### src/rtl/biu_gen.sv
// Bus interface unit: runs one command as up to two req/ack phases against the
// GPR file and the RAM/ROM port, with per-phase ack timeout and a response pulse.
module biu_gen #(
    parameter int DW     = 16,
    parameter int AW     = 16,
    parameter int RW     = 3,
    parameter int TO_CYC = 16
) (
    input  logic          clk,
    input  logic          rst_n,
    input  logic          cmd_valid,
    output logic          cmd_ready,
    input  logic [2:0]    cmd_op,
    input  logic [RW-1:0] cmd_rd,
    input  logic [RW-1:0] cmd_rs,
    input  logic [AW-1:0] cmd_addr,
    input  logic [DW-1:0] cmd_imm,
    output logic          rsp_valid,
    output logic [DW-1:0] rsp_data,
    output logic          rsp_err,
    output logic          gpr_req,
    output logic          gpr_we,
    output logic [RW-1:0] gpr_idx,
    output logic [DW-1:0] gpr_wdata,
    input  logic [DW-1:0] gpr_rdata,
    input  logic          gpr_ack,
    output logic          mem_req,
    output logic          mem_we,
    output logic          mem_rom,
    output logic [AW-1:0] mem_addr,
    output logic [DW-1:0] mem_wdata,
    input  logic [DW-1:0] mem_rdata,
    input  logic          mem_ack
);

    typedef enum logic [2:0] {
        S_IDLE, S_GRD, S_GWR, S_MRD, S_MWR, S_RESP
    } state_t;

    localparam logic [2:0] OP_MOVR  = 3'd0;
    localparam logic [2:0] OP_MOVI  = 3'd1;
    localparam logic [2:0] OP_LOAD  = 3'd2;
    localparam logic [2:0] OP_STORE = 3'd3;
    localparam logic [2:0] OP_FETCH = 3'd4;
    localparam logic [2:0] OP_RDREG = 3'd5;

    localparam int CW = (TO_CYC > 1) ? $clog2(TO_CYC) : 1;
    localparam logic [CW-1:0] TO_LAST = CW'((TO_CYC > 0) ? TO_CYC - 1 : 0);

    state_t        r_state, w_next;
    logic [2:0]    r_op;
    logic [RW-1:0] r_rd, r_rs;
    logic [AW-1:0] r_addr;
    logic [DW-1:0] r_imm, r_rdata;
    logic [CW-1:0] r_cnt;
    logic          r_err;
    logic          r_gpr_req, r_gpr_we, r_mem_req, r_mem_we, r_mem_rom;
    logic [RW-1:0] r_gpr_idx;
    logic [DW-1:0] r_gpr_wdata, r_mem_wdata;
    logic [AW-1:0] r_mem_addr;

    logic          w_accept, w_ack, w_to;
    logic [2:0]    w_op;
    logic [RW-1:0] w_rd, w_rs;
    logic [AW-1:0] w_addr;
    logic [DW-1:0] w_imm, w_rdata_nxt;

    assign w_accept = (r_state == S_IDLE) && cmd_valid;
    // Fields come straight from the command port on the accept edge.
    assign w_op   = (r_state == S_IDLE) ? cmd_op   : r_op;
    assign w_rd   = (r_state == S_IDLE) ? cmd_rd   : r_rd;
    assign w_rs   = (r_state == S_IDLE) ? cmd_rs   : r_rs;
    assign w_addr = (r_state == S_IDLE) ? cmd_addr : r_addr;
    assign w_imm  = (r_state == S_IDLE) ? cmd_imm  : r_imm;

    assign w_ack = (r_gpr_req && gpr_ack) || (r_mem_req && mem_ack);
    assign w_to  = (TO_CYC != 0) && (r_gpr_req || r_mem_req)
                   && !w_ack && (r_cnt == TO_LAST);

    always_comb begin
        w_rdata_nxt = r_rdata;
        if (r_state == S_GRD && gpr_ack)
            w_rdata_nxt = gpr_rdata;
        else if (r_state == S_MRD && mem_ack)
            w_rdata_nxt = mem_rdata;
    end

    always_comb begin
        w_next = r_state;
        unique case (r_state)
            S_IDLE: if (cmd_valid) begin
                unique case (cmd_op)
                    OP_MOVR, OP_STORE, OP_RDREG: w_next = S_GRD;
                    OP_MOVI:                     w_next = S_GWR;
                    OP_LOAD, OP_FETCH:           w_next = S_MRD;
                    default:                     w_next = S_RESP;
                endcase
            end
            S_GRD: begin
                if (w_ack) begin
                    if (r_op == OP_MOVR)       w_next = S_GWR;
                    else if (r_op == OP_STORE) w_next = S_MWR;
                    else                       w_next = S_RESP;
                end else if (w_to) begin
                    w_next = S_RESP;
                end
            end
            S_MRD: begin
                if (w_ack)
                    w_next = (r_op == OP_LOAD) ? S_GWR : S_RESP;
                else if (w_to)
                    w_next = S_RESP;
            end
            S_GWR, S_MWR: if (w_ack || w_to) w_next = S_RESP;
            S_RESP: w_next = S_IDLE;
            default: w_next = S_IDLE;
        endcase
    end

    always_ff @(posedge clk or negedge rst_n) begin
        if (!rst_n) begin
            r_state     <= S_IDLE;
            r_op        <= '0;
            r_rd        <= '0;
            r_rs        <= '0;
            r_addr      <= '0;
            r_imm       <= '0;
            r_rdata     <= '0;
            r_cnt       <= '0;
            r_err       <= 1'b0;
            r_gpr_req   <= 1'b0;
            r_gpr_we    <= 1'b0;
            r_gpr_idx   <= '0;
            r_gpr_wdata <= '0;
            r_mem_req   <= 1'b0;
            r_mem_we    <= 1'b0;
            r_mem_rom   <= 1'b0;
            r_mem_addr  <= '0;
            r_mem_wdata <= '0;
        end else begin
            r_state <= w_next;
            if (w_accept) begin
                r_op    <= cmd_op;
                r_rd    <= cmd_rd;
                r_rs    <= cmd_rs;
                r_addr  <= cmd_addr;
                r_imm   <= cmd_imm;
                r_rdata <= '0;
                r_err   <= (w_next == S_RESP);
            end else begin
                r_rdata <= w_rdata_nxt;
                if (w_to) r_err <= 1'b1;
            end
            // Counter restarts on every state change, so each phase gets its own budget.
            r_cnt <= (w_next != r_state) ? '0 : r_cnt + 1'b1;
            r_gpr_req   <= (w_next == S_GRD) || (w_next == S_GWR);
            r_gpr_we    <= (w_next == S_GWR);
            r_gpr_idx   <= (w_next == S_GRD) ? w_rs :
                           (w_next == S_GWR) ? w_rd : '0;
            r_gpr_wdata <= (w_next != S_GWR) ? '0 :
                           (w_op == OP_MOVI) ? w_imm : w_rdata_nxt;
            r_mem_req   <= (w_next == S_MRD) || (w_next == S_MWR);
            r_mem_we    <= (w_next == S_MWR);
            r_mem_rom   <= (w_next == S_MRD) && (w_op == OP_FETCH);
            r_mem_addr  <= ((w_next == S_MRD) || (w_next == S_MWR)) ? w_addr : '0;
            r_mem_wdata <= (w_next == S_MWR) ? w_rdata_nxt : '0;
        end
    end

    assign cmd_ready = (r_state == S_IDLE);
    assign rsp_valid = (r_state == S_RESP);
    assign rsp_err   = (r_state == S_RESP) && r_err;
    assign rsp_data  = ((r_state == S_RESP) && !r_err &&
                        (r_op == OP_MOVR || r_op == OP_LOAD ||
                         r_op == OP_FETCH || r_op == OP_RDREG)) ? r_rdata : '0;

    assign gpr_req   = r_gpr_req;
    assign gpr_we    = r_gpr_we;
    assign gpr_idx   = r_gpr_idx;
    assign gpr_wdata = r_gpr_wdata;
    assign mem_req   = r_mem_req;
    assign mem_we    = r_mem_we;
    assign mem_rom   = r_mem_rom;
    assign mem_addr  = r_mem_addr;
    assign mem_wdata = r_mem_wdata;

endmodule

### config.mk
export PLATFORM = sky130hd
export DESIGN_NAME = biu_gen
export DESIGN_NICKNAME = d
export VERILOG_FILES = /design/src/rtl/biu_gen.sv
export SDC_FILE = /design/constraint.sdc
export NUM_CORES = 1
export LEC_CHECK = 0
export CAP_MARGIN = 20
export CORE_ASPECT_RATIO = 1.25
export CORE_MARGIN = 1
export CORE_UTILIZATION = 67
export DETAILED_ROUTE_END_ITERATION = 16
export DONT_BUFFER_PORTS = 1
export PLACE_DENSITY_LB_ADDON = 0.12
export SLEW_MARGIN = 20
export SYNTH_ARGS = -nofsm -noshare
export SYNTH_HDL_FRONTEND = slang
export SYNTH_SLANG_ARGS = --single-unit
export TNS_END_PERCENT = 10
### constraint.sdc
create_clock -name clk -period 3.3 [get_ports clk]
set_clock_uncertainty 0.1 [all_clocks]
set_input_delay 0.66 -clock clk [delete_from_list [all_inputs] [get_ports clk]]
set_output_delay 0.66 -clock clk [all_outputs]
set_load 0.05 [all_outputs]
==> results by group <==
Place
  • IO Port Bufs: 0
  • Cells after DPL: 695
  • Final Wtd Congestion: 0.873
  • Post-DP Area: 6260 µm²
  • Detailed placement HPWL: 9080 µm

Timing
  • Worst Tran Pin Value: 0.895 ns
  • Final setup TNS: 0 ns
  • Min Hold Slack: -0.274 ns
  • Period utilization: 95.0%
  • Final hold vios: 121
  • Max-slew violation count: 0
  • Maximum clock frequency: approximately 0.32 GHz
  • RSZ-0062 raised after global routing: no
  • Rel. slew slack: 40.2%
  • Min Tclk post-route: 3.14 ns
  • Final setup viols: 0

Finish
  • Layout cell share with drive strength beyond 1: around 17%
  • Reg area: ~3000 µm²
  • Area of the multi-input gates: 2660 µm²
  • Area delta synth->final: 15.8%
  • Filler Cell Count: 491
  • Antenna cell count: 0
  • Non-Filler Instances: 726
  • Final nets: roughly 680
  • Post-layout instance area: between 6000 and 7000 µm²

Clocking
  • Root buffer cell: clkbuf_8
  • Clk pin slew, worst setup/hold paths: around 0.05 ns
  • TritonCTS clock tree: yes
  • H-tree Lvls: 4
  • Worst skew pair latency: 0.53 ns
  • CTS sink cnt: 121
  • Clock tree buffer depth: 2
  • CTS Buf Count: 17

Critical path
  • Reg2reg start: gpr_req$_DFF_PN0_
  • CP max-delay cell: buf_4
  • Crit end category: output port
  • CP cell instances: nor3_4 > buf_4
  • Worst reg2reg path endpoint: r_cnt[3]$_DFF_PN0_
  • Worst stage delay on the critical path: approximately 0.66 ns
  • CP Launch Type: flip-flop
  • WP data required: 2.54 ns
  • CP Class: reg -> out
  • FF-to-FF setup slack: 0.46 ns
  • Cells on worst reg2reg path: 6
  • CP Data Arrival Time: roughly 2.4 ns
  • CP Max Fanout: 50

Logic synthesis
  • Synthesis Warnings: 0
  • Mean Syn Cell Area: 9.89 µm²
  • Main combinational cell family by area after synthesis: simple AND/OR/NAND/NOR gates
  • Post-synthesis simple-gate area fraction: between 20% and 30%
  • Synth Cell Area: around 5900 µm²
  • Async set-or-reset flop fraction in the synthesized netlist: between 90% and 100%
  • Top-count cell post-synth: nand2_1
  • Top cells by area, synth: dfrtp_1 (51%), nand2_1 (10%), mux2i_1 (6.9%)
  • Synth top area share: around half
  • Post-synthesis instance total: ~600
  • Synth Area in Compound Gates: 11.3%
  • Post-synthesis mux area share: a little over a tenth
  • Synthesized flop and latch total: 121
  • Post-synth cell types: around 50
  • Adder-cell share of the synthesized area: 0.212%
  • Leading area contributor after synthesis: dfrtp_1
  • Syn nets: 677
  • Post-synthesis sequential area ratio: 51.2%
  • EDFF count, synth: 0
  • Main synth FF type: dfrtp_1
  • Most frequent cells after synthesis: nand2_1 (161), dfrtp_1 (121), nor2_1 (45)
  • XOR/XNOR Fraction of Synth Area: 0.741%

Drt
  • Wire length on met1: 5560 µm
  • ANT nets after route: 0
  • Routed WL per cell: 19.2 µm
  • Top layer in use: met4
  • Metal2 WL: 6770 µm
  • Total Wirelength: approximately 14,000 µm
  • Initial DRC Count: 308
  • 1st-pass router iterations: 7
  • Vias post-DR: 4,381
  • DRC Markers: 0
  • Routed length on met3: 1280 µm
  • DR vias/cell: 6.03

Flow run
  • Max Cap Violations: 0

Power
  • Lkg Pwr: 3.26 nW
  • VDD IR max: 0.875 mV
  • Pwr Total: 7.69 mW
  • Pwr Density: 1120 nW/µm²

Die
  • DIE AREA: ~9200 µm²
  • Rows: 37
  • Die span in x: 86.0 µm
  • Area of the core: 8380 µm²
  • Die extent in y: approximately 110 µm
  • I/O pin cnt: between 150 and 200
  • Initial Utilization: a little over two thirds

Global route
  • Initial antenna violation count: 0
  • First-pass GRT wire length: 22,300 µm
  • Congestion Overflow GR: 0
  • Largest net degree at the start of global routing: 122
  • Vias in the first global route: 4,358
  • Total global-route track usage: 32.2%

Worst hold path
  • Worst hold-check path type: in -> async

Status
  • Failing checks: negative hold slack
  • Status: finished, violations left
[per-stage QoR]
step	setup slack (ns)	hold slack, ns	utilization [%]
3_5_place_dp	0.460	0.266	74.8
5_1_grt	0.0399	-0.301	81.7
6_report	0.165	-0.274	81.7
4_1_cts	0.169	-0.295	81.6
2_1_floorplan	0.411	0.264	-
3_3_place_gp	0.592	0.267	74.8
[final cells by class]
type	count	area share, %
Inverter	4	0.219
Timing Repair Buffer	28	6.18
Multi-Input combinational cell	425	38.9
Clock buffer	21	6.56
Clock inverter	10	1.83
Tap cell	117	2.14
Sequential cell	121	44.2
[registers in the layout, indices dropped and copies added, names as in the netlist, 4 cells and up]
name	count
gpr_wdata	16
mem_addr	16
mem_wdata	16
r_addr	16
r_imm	16
r_rdata	16
r_cnt	4
[worst max-delay path: cells and delay by family, from the launching register on]
family	cells	cell delay, ns
buf+inv	1	0.66
flops	1	0.56
simple gates	1	0.59
[worst max path at each step]
| stage | start | end | slack [ns] |
|---|---|---|---|
| after floorplan | r_state[0]$_DFF_PN0_ | rsp_data[10] | 0.41 |
| after global placement | gpr_req$_DFF_PN0_ | r_cnt[3]$_DFF_PN0_ | 0.59 |
| after detailed placement | gpr_req$_DFF_PN0_ | r_cnt[3]$_DFF_PN0_ | 0.46 |
| after CTS | r_state[0]$_DFF_PN0_ | rsp_data[14] | 0.17 |
| after global routing | r_state[2]$_DFF_PN0_ | cmd_ready | 0.04 |
| final | r_state[2]$_DFF_PN0_ | cmd_ready | 0.16 |
[report_power, final]
| part | internal (mW) | switching, mW | total (mW) | leakage [nW] |
|---|---|---|---|---|
| combinational | 1.05 | 1.83 | 2.88 | 1.37 |
| sequential | 1.99 | 1.02 | 3.02 | 1.59 |
| clock | 1.17 | 0.622 | 1.80 | 0.291 |
| total | 4.22 | 3.47 | 7.69 | 3.26 |
[timing repair]
| action | 4_1_cts | 5_1_grt |
|---|---|---|
| buffers inserted | 0 | 0 |
| gates resized for setup | 1 | 1 |
| endpoints found under the setup margin | 16 | 7 |
| hold endpoints to repair | 121 | 121 |
[kinds of logic (layout without fill, tap and decap cells)]
logic type               after synthesis  count (layout)
XOR/XNOR                               5               5
adder cells (fa/ha/maj)                1               1
flip-flops                           121             121
multiplexers                          60              60
buffers and inverters                 52              63
AND/OR/NAND/NOR                      282             282
AO/OA/AOI/OAI                         77              77
[layer usage]
layer	global-route usage, %	vias up
li1	-	2020
met1	40.2	2138
met2	50.2	198
met3	13.0	25
met4	12.6	0
met5	0	-
[layout by cell type, fill, tap and decap left out, types with 4 or more instances in the layout]
cell       count
nand2_1      161
dfrtp_1      121
nor2_1        44
mux2i_1       41
nor3_1        22
a21oi_1       20
mux2_2        19
a211oi_1      19
nor2b_1       17
and2_1        17
buf_12        17
a2111oi_2     16
clkbuf_16     16
buf_4         11
clkinv_2       7
o21ai_0        5
xor2_1         4
nand3_1        4
No activity file was read; power rests on OpenSTA's default activity.
